==> src/rtl/pulse_train_gen_pkg.sv <==
// ---------------------------------------------------------------------------
// pulse_train_gen_pkg
//
// Purpose:
//    Shared definitions for the pulse-train generator: the FSM state
//    encoding and a helper that sizes the phase counter from the high and
//    low widths.
//
// Contents:
//    pt_state_e       IDLE / HIGH / LOW state encoding (2'd3 is illegal)
//    ptMax            larger of two integers
//    ptPhaseWidth     counter width able to hold max(HIGH_W, LOW_W)
// ---------------------------------------------------------------------------
package pulse_train_gen_pkg;

    // The fourth code of the 2-bit state register is never entered on
    // purpose. If it ever appears, the top recovers to IDLE.
    typedef enum logic [1:0] {
        ST_IDLE = 2'd0,
        ST_HIGH = 2'd1,
        ST_LOW  = 2'd2
    } pt_state_e;

    // Larger of two integers. Used at elaboration time only.
    function automatic int ptMax(input int a, input int b);
        return (a > b) ? a : b;
    endfunction

    // The phase counter is loaded with width-1 and only counts down.
    // Sizing it to hold max+1 keeps it valid when both widths are 1.
    function automatic int ptPhaseWidth(input int highW, input int lowW);
        return $clog2(ptMax(highW, lowW) + 1);
    endfunction

endpackage

==> src/rtl/pulse_phase_timer.sv <==
// ---------------------------------------------------------------------------
// pulse_phase_timer
//
// Purpose:
//    Down-counter that times one HIGH or LOW phase of the pulse train. The
//    owner loads it with (phase length - 1) on the edge that enters the
//    phase. The zero flag then marks the last cycle of that phase.
//
// Ports:
//    i_clk       rising-edge clock
//    i_rst       synchronous, active-high reset (counter cleared)
//    i_load      load strobe; takes priority over counting
//    i_loadVal   value loaded on i_load
//    i_en        count enable; decrements while non-zero
//    o_zero      counter is zero (current phase ends at the next edge)
// ---------------------------------------------------------------------------
module pulse_phase_timer #(
    parameter int W = 2
) (
    input  logic         i_clk,
    input  logic         i_rst,
    input  logic         i_load,
    input  logic [W-1:0] i_loadVal,
    input  logic         i_en,
    output logic         o_zero
);

    logic [W-1:0] r_count;

    // A load always wins, so a phase can start on the same edge that ends
    // the previous one. Counting saturates at zero. The counter holds zero
    // until the owner reloads it, which keeps the zero flag stable.
    always_ff @(posedge i_clk) begin
        if (i_rst) begin
            r_count <= '0;
        end else if (i_load) begin
            r_count <= i_loadVal;
        end else if (i_en && (r_count != '0)) begin
            r_count <= r_count - W'(1);
        end
    end

    assign o_zero = (r_count == '0);

endmodule

==> src/rtl/pulse_train_gen.sv <==
// ---------------------------------------------------------------------------
// pulse_train_gen
//
// Purpose:
//    Turns single-cycle burst requests into clean pulse trains on o_sig.
//    Each pulse is HIGH_W cycles high followed by LOW_W cycles low, so a
//    downstream positive-edge detector sees exactly one rising edge per
//    pulse. One further request can wait in a single pending slot while a
//    burst is in flight.
//
// Parameters:
//    HIGH_W   cycles o_sig is held high per pulse (>= 1)
//    LOW_W    cycles o_sig is held low after each pulse, incl. last (>= 1)
//    CNT_W    width of i_num; bursts of 1 .. 2^CNT_W-1 pulses
//
// Ports:
//    i_clk        rising-edge clock
//    i_rst        synchronous, active-high reset
//    i_trig       one-cycle burst request
//    i_num        pulses in the requested burst (0 = request ignored)
//    o_sig        registered pulse-train output
//    o_busy       generator is not idle
//    o_pend_full  pending slot holds a request
//    o_done       one-cycle pulse: a burst's final low phase completed
//    o_drop       one-cycle pulse: request rejected (busy, slot full)
// ---------------------------------------------------------------------------
module pulse_train_gen
    import pulse_train_gen_pkg::*;
#(
    parameter int HIGH_W = 2,
    parameter int LOW_W  = 2,
    parameter int CNT_W  = 4
) (
    input  logic             i_clk,
    input  logic             i_rst,
    input  logic             i_trig,
    input  logic [CNT_W-1:0] i_num,
    output logic             o_sig,
    output logic             o_busy,
    output logic             o_pend_full,
    output logic             o_done,
    output logic             o_drop
);

    localparam int PH_W = ptPhaseWidth(HIGH_W, LOW_W);

    localparam logic [PH_W-1:0] HIGH_LOAD = PH_W'(HIGH_W - 1);
    localparam logic [PH_W-1:0] LOW_LOAD  = PH_W'(LOW_W - 1);

    pt_state_e        r_state;
    logic [CNT_W-1:0] r_pulsesLeft;
    logic [CNT_W-1:0] r_slotNum;
    logic             r_pendFull;
    logic             r_sig;
    logic             r_busy;
    logic             r_done;
    logic             r_drop;

    logic             w_trigValid;
    logic             w_active;
    logic             w_start;
    logic             w_phaseZero;
    logic             w_phaseEnd;
    logic             w_timerLoad;
    logic [PH_W-1:0]  w_timerLoadVal;

    // A request with a zero pulse count never has any effect. Filtering it
    // here means pulses_left is never loaded with zero and cannot underflow.
    assign w_trigValid = i_trig && (i_num != '0);

    // HIGH and LOW are the only states in which the phase timer runs.
    assign w_active = (r_state == ST_HIGH) || (r_state == ST_LOW);

    // Starting from idle and finishing any phase are the two moments that
    // (re)arm the timer.
    assign w_start    = (r_state == ST_IDLE) && w_trigValid;
    assign w_phaseEnd = w_active && w_phaseZero;

    // The timer is reloaded at every phase boundary. The value depends only
    // on the phase being entered: leaving HIGH enters LOW. Every other
    // boundary enters HIGH. When a burst ends with nothing pending, the
    // reload is harmless because the timer is ignored in IDLE.
    assign w_timerLoad    = w_start || w_phaseEnd;
    assign w_timerLoadVal = (r_state == ST_HIGH) ? LOW_LOAD : HIGH_LOAD;

    // A single down-counter is shared by both phases. It is reloaded on each
    // HIGH/LOW entry.
    pulse_phase_timer #(
        .W(PH_W)
    ) u_phaseTimer (
        .i_clk     (i_clk),
        .i_rst     (i_rst),
        .i_load    (w_timerLoad),
        .i_loadVal (w_timerLoadVal),
        .i_en      (w_active),
        .o_zero    (w_phaseZero)
    );

    // Main FSM together with the burst counter, the pending slot and the
    // done/drop strobes. All outputs come straight from registers, so o_sig
    // is glitch-free and has a one-cycle latency from the request.
    //
    // The pending-slot decision looks only at the registered slot flag. A
    // request that arrives on the same edge as the slot is consumed
    // therefore still sees the slot full and is dropped. The consume path
    // and the write path are mutually exclusive because one needs the flag
    // set and the other needs it clear.
    always_ff @(posedge i_clk) begin
        if (i_rst) begin
            r_state      <= ST_IDLE;
            r_pulsesLeft <= '0;
            r_slotNum    <= '0;
            r_pendFull   <= 1'b0;
            r_sig        <= 1'b0;
            r_busy       <= 1'b0;
            r_done       <= 1'b0;
            r_drop       <= 1'b0;
        end else begin
            r_done <= 1'b0;
            r_drop <= 1'b0;

            case (r_state)
                ST_IDLE: begin
                    if (w_trigValid) begin
                        r_state      <= ST_HIGH;
                        r_sig        <= 1'b1;
                        r_busy       <= 1'b1;
                        r_pulsesLeft <= i_num;
                    end
                end

                ST_HIGH: begin
                    if (w_phaseZero) begin
                        r_state <= ST_LOW;
                        r_sig   <= 1'b0;
                    end
                end

                ST_LOW: begin
                    if (w_phaseZero) begin
                        if (r_pulsesLeft != CNT_W'(1)) begin
                            r_state      <= ST_HIGH;
                            r_sig        <= 1'b1;
                            r_pulsesLeft <= r_pulsesLeft - CNT_W'(1);
                        end else begin
                            r_done <= 1'b1;
                            if (r_pendFull) begin
                                r_state      <= ST_HIGH;
                                r_sig        <= 1'b1;
                                r_pulsesLeft <= r_slotNum;
                                r_pendFull   <= 1'b0;
                            end else begin
                                r_state      <= ST_IDLE;
                                r_busy       <= 1'b0;
                                r_pulsesLeft <= '0;
                            end
                        end
                    end
                end

                default: begin
                    r_state      <= ST_IDLE;
                    r_sig        <= 1'b0;
                    r_busy       <= 1'b0;
                    r_pulsesLeft <= '0;
                    r_pendFull   <= 1'b0;
                    r_slotNum    <= '0;
                end
            endcase

            if (w_active && w_trigValid) begin
                if (r_pendFull) begin
                    r_drop <= 1'b1;
                end else begin
                    r_slotNum  <= i_num;
                    r_pendFull <= 1'b1;
                end
            end
        end
    end

    assign o_sig       = r_sig;
    assign o_busy      = r_busy;
    assign o_pend_full = r_pendFull;
    assign o_done      = r_done;
    assign o_drop      = r_drop;

endmodule

==> config.mk <==
export PLATFORM = sky130hd
export DESIGN_NAME = pulse_train_gen
export DESIGN_NICKNAME = d
export VERILOG_FILES = /design/src/rtl/pulse_train_gen_pkg.sv /design/src/rtl/pulse_phase_timer.sv /design/src/rtl/pulse_train_gen.sv
export SDC_FILE = /design/constraint.sdc
export NUM_CORES = 1
export LEC_CHECK = 0
export ABC_CLOCK_PERIOD_IN_PS = 1400
export BUFFER_PORTS_ARGS = -buffer_cell sky130_fd_sc_hd__buf_4
export CORE_UTILIZATION = 35
export CTS_BUF_LIST = sky130_fd_sc_hd__clkbuf_2
export DETAILED_ROUTE_END_ITERATION = 8
export PLACE_DENSITY = 0.63
export REMOVE_ABC_BUFFERS = 1
export SLEW_MARGIN = 20
export SYNTH_ARGS = -nofsm -noshare
export SYNTH_HDL_FRONTEND = slang
export SYNTH_SLANG_ARGS = --single-unit
==> constraint.sdc <==
create_clock -name i_clk -period 1.4 [get_ports i_clk]
set_input_delay 0.14 -clock i_clk [delete_from_list [all_inputs] [get_ports i_clk]]
set_output_delay 0.14 -clock i_clk [all_outputs]
set_load 0.005 [all_outputs]
==> impl_summary.txt <==
----------------------------------------------------
[Global route]
  GR Layer Usage met2 ... 0.289
  Pin count of the biggest net entering global routing ... 20
  Global route total overflow ... 0
  Global routing's busiest layer ... met2
  Global-route wire length before repair ... 4.53 mm
  GR met3 Demand/Resource ... 0.0234
  Via count of the first global-routing pass ... ~1000
  All-Layer GR Usage ... 0.183
  M1 GR Usage ... 0.252
  Number of antenna violations at the first check in global routing ... 0

[Detailed routing]
  Wire per inst ... 13.7 um
  Violation count after the first detailed-routing iteration ... 10
  DRC Markers ... 0
  Final wirelength ... 2.59 mm
  Via density ... 5.20
  Length of the first detailed-routing pass in iterations ... 4
  Vias after detailed routing ... 982
  Remaining antenna violation count ... 0

[Worst setup path]
  CP arrival ... 1.72 ns
  Crit start category ... flop
  Family with the most delay on the worst path ... compound AO/OA/AOI/OAI gates
  Crit-path max FO ... 4
  Slowest cell on the critical path ... sky130_fd_sc_hd__dfxtp_2
  Worst path bufs/invs ... 1
  Required time of the critical path ... 1.60 ns
  Biggest cell delay along the critical path ... 0.37 ns
  Critical path, cell by cell ... buf_4, nor3_2, mux2_4, a221oi_1, a211oi_1
  CP Class ... reg -> reg
  Crit. End Element ... flop

[Yosys]
  Number of standard cells after synthesis ... 110
  Ys async rst share ... 0
  Cell type contributing the most total cell area after synthesis ... sky130_fd_sc_hd__dfxtp_1
  Warnings from Yosys ... 0
  Top FF cell, synth ... sky130_fd_sc_hd__dfxtp_1
  Number of distinct standard cells referenced by the synthesized netlist ... 36
  Number of enable-type register cells in the synthesized netlist ... 0
  Top cells by area, synth ... sky130_fd_sc_hd__dfxtp_1, sky130_fd_sc_hd__ha_1, sky130_fd_sc_hd__nor2_1, sky130_fd_sc_hd__mux2i_1, sky130_fd_sc_hd__a211oi_1
  Top cell type's share of synthesized area ... 0.343
  Number of synthesized register bits ... 17
  Syn Area/Cell ... roughly 9.0 um^2
  Part of the Yosys area used for sequential elements ... 0.343
  Cell area after technology mapping ... 992 um^2

[Floorplanning]
  Die Outline Area ... 3050 um^2
  Top-level I/O count ... 12
  # rows ... 18
  Height of the chip ... 55.2 um
  Core area ... ~2600 um^2
  Die Width ... 55.2 um
  Starting Density ... 0.386

[Layout]
  Utilization after layout ... 0.623
  Most common library cell in the layout ignoring fill and taps ... sky130_fd_sc_hd__buf_4
  Commonest non-fill, non-tap cells in the layout ... sky130_fd_sc_hd__buf_4, sky130_fd_sc_hd__dfxtp_1, sky130_fd_sc_hd__nor2_1
  Multi-input gate area in the final layout ... between 700 and 800 um^2
  Antenna Cells ... 0
  Filler Cell Count ... between 200 and 250
  Area taken by flip-flops and latches ... 349 um^2
  Share of layout cells above drive strength 1 ... 0.579
  Syn-to-layout area delta ... 61.3%
  Net count, final ... 174

[Run]
  Count of max-cap constraint violations ... 0

[CTS]
  Clk root buf ... sky130_fd_sc_hd__clkbuf_2
  CTS tree ... done
  Total clock buffers created by CTS ... 3
  Maximum buffer depth of the clock tree ... 2
  Total number of H-tree levels ... 1
  Count of clock tree sinks ... 17
  Insertion delay of the later-clocked pin in the worst-skew pair ... approximately 0.3 ns
  Number of hold buffers added after CTS ... 0
  Clock slew seen by the registers of the worst setup and hold paths ... 0.16 ns

[STA]
  Final sum of negative setup slack ... -0.633 ns
  Measured slew at the worst slew-check pin ... 0.247 ns
  Worst clock skew ... 0.000900 ns
  Final Setup Violations ... 10
  Final Cycle Share ... 1.08
  RSZ-0062 raised after global routing ... yes
  Setup WS post-layout ... -0.117 ns
  Final slew viol count ... 0
  Final hold vios ... 0
  Achievable Freq ... between 600 and 700 MHz
  Final critical-path required period ... 1.52 ns
  Worst slew margin relative to its limit ... 0.834

[Power and ir drop]
  Worst supply voltage drop on vdd ... between 1.5 and 2 mV
  Leakage dissipation ... 0.697 nW
  Power density cells ... 2250 nW/um^2

[Worst hold path]
  Hold Crit Class ... in -> reg

[Run status]
  Run status ... finished with violations
  Failing checks ... negative setup slack

[Placement]
  Routability cong. ... 0.773
  Post-detailed-placement half-perimeter wirelength ... around 1.9 mm
  Count of input and output buffers ... 11

----------------------------------------------------
-- routing by layer --
| layer | routed length, um | vias to the layer above | part of all wire |
|---|---|---|---|
| met5 | 0 | - | 0 |
| met4 | 31 | 0 | 0.012 |
| met3 | 63 | 4 | 0.024 |
| met2 | 1210 | 13 | 0.47 |
| met1 | 1280 | 466 | 0.50 |
| li1 | - | 499 | - |
-- path summary, 6_finish.rpt --
kind | from | to | slack [ns] | depth (start not counted)
worst max-delay path | r_pulsesLeft[0] | r_pulsesLeft[3] | -0.12 | 5
worst min-delay path | i_rst | r_pulsesLeft[2] | 0.16 | 2
worst max register to register | r_pulsesLeft[0] | r_pulsesLeft[3] | -0.12 | 5
worst min register to register | o_busy | o_busy | 0.53 | 2
-- kinds of logic after synthesis --
family / after synthesis / share of synthesized area
simple gates: 42 / 0.233
compound gates: 26 / 0.227
buf+inv: 13 / 0.0567
fa+ha+maj: 7 / 0.0883
mux: 5 / 0.0517
flops: 17 / 0.343
-- power by group --
group	switching (mW)	total [mW]	internal [mW]
Clock	0.158	0.234	0.0757
Sequential	0.128	0.793	0.665
Combinational	1.15	2.58	1.43
Total	1.43	3.61	2.18
-- metrics by stage --
step / hold WS, ns / std cells / setup slack (ns) / power (mW) / area (um^2)
3_5_place_dp: 0.472 / 181 / -0.256 / 2.65 / 1350
2_1_floorplan: 0.209 / 105 / -0.249 / 1.72 / 966
5_1_grt: 0.162 / 189 / -0.190 / 3.86 / 1600
6_report: 0.160 / 189 / -0.117 / 3.61 / 1600
3_3_place_gp: 0.458 / 181 / -0.195 / 2.59 / 1350
4_1_cts: 0.122 / 187 / -0.119 / 3.33 / 1520
-- flip-flops by register name, summed over array words and instances, names as in the netlist --
signal and cells:
r_pulsesLeft 4, u_phaseTimer.r_count 2, o_done 1, r_slotNum 4, r_state 2, o_pend_full 1
o_sig 1, o_drop 1, o_busy 1
-- area by class of cell --
cell class                 count  share of cell area
clock buffer                   4              0.0125
inverter                       8              0.0203
multi-input combinational     80               0.479
sequential                    17               0.218
tap                           30              0.0235
timing repair buffer          50               0.246
-- Yosys cell counts, types with 2 or more instances --
library cell	number
sky130_fd_sc_hd__a211oi_1	5
sky130_fd_sc_hd__a21oi_1	7
sky130_fd_sc_hd__a311oi_1	2
sky130_fd_sc_hd__and3_1	2
sky130_fd_sc_hd__clkbuf_1	3
sky130_fd_sc_hd__dfxtp_1	17
sky130_fd_sc_hd__ha_1	7
sky130_fd_sc_hd__inv_1	8
sky130_fd_sc_hd__mux2i_1	4
sky130_fd_sc_hd__nand2_1	7
sky130_fd_sc_hd__nor2_1	13
sky130_fd_sc_hd__nor2b_1	4
sky130_fd_sc_hd__nor3_1	5
sky130_fd_sc_hd__o21ai_0	3
sky130_fd_sc_hd__or4b_1	2
-- timing repair --
item / in CTS / in global routing
pin swaps: 17 / 6
resized for setup: 37 / 14
setup buffers: 3 / 2
hold endpoints to repair: 0 / 0
setup endpoints to repair: 14 / 14
Note: power is estimated with default switching activity, not from simulation.
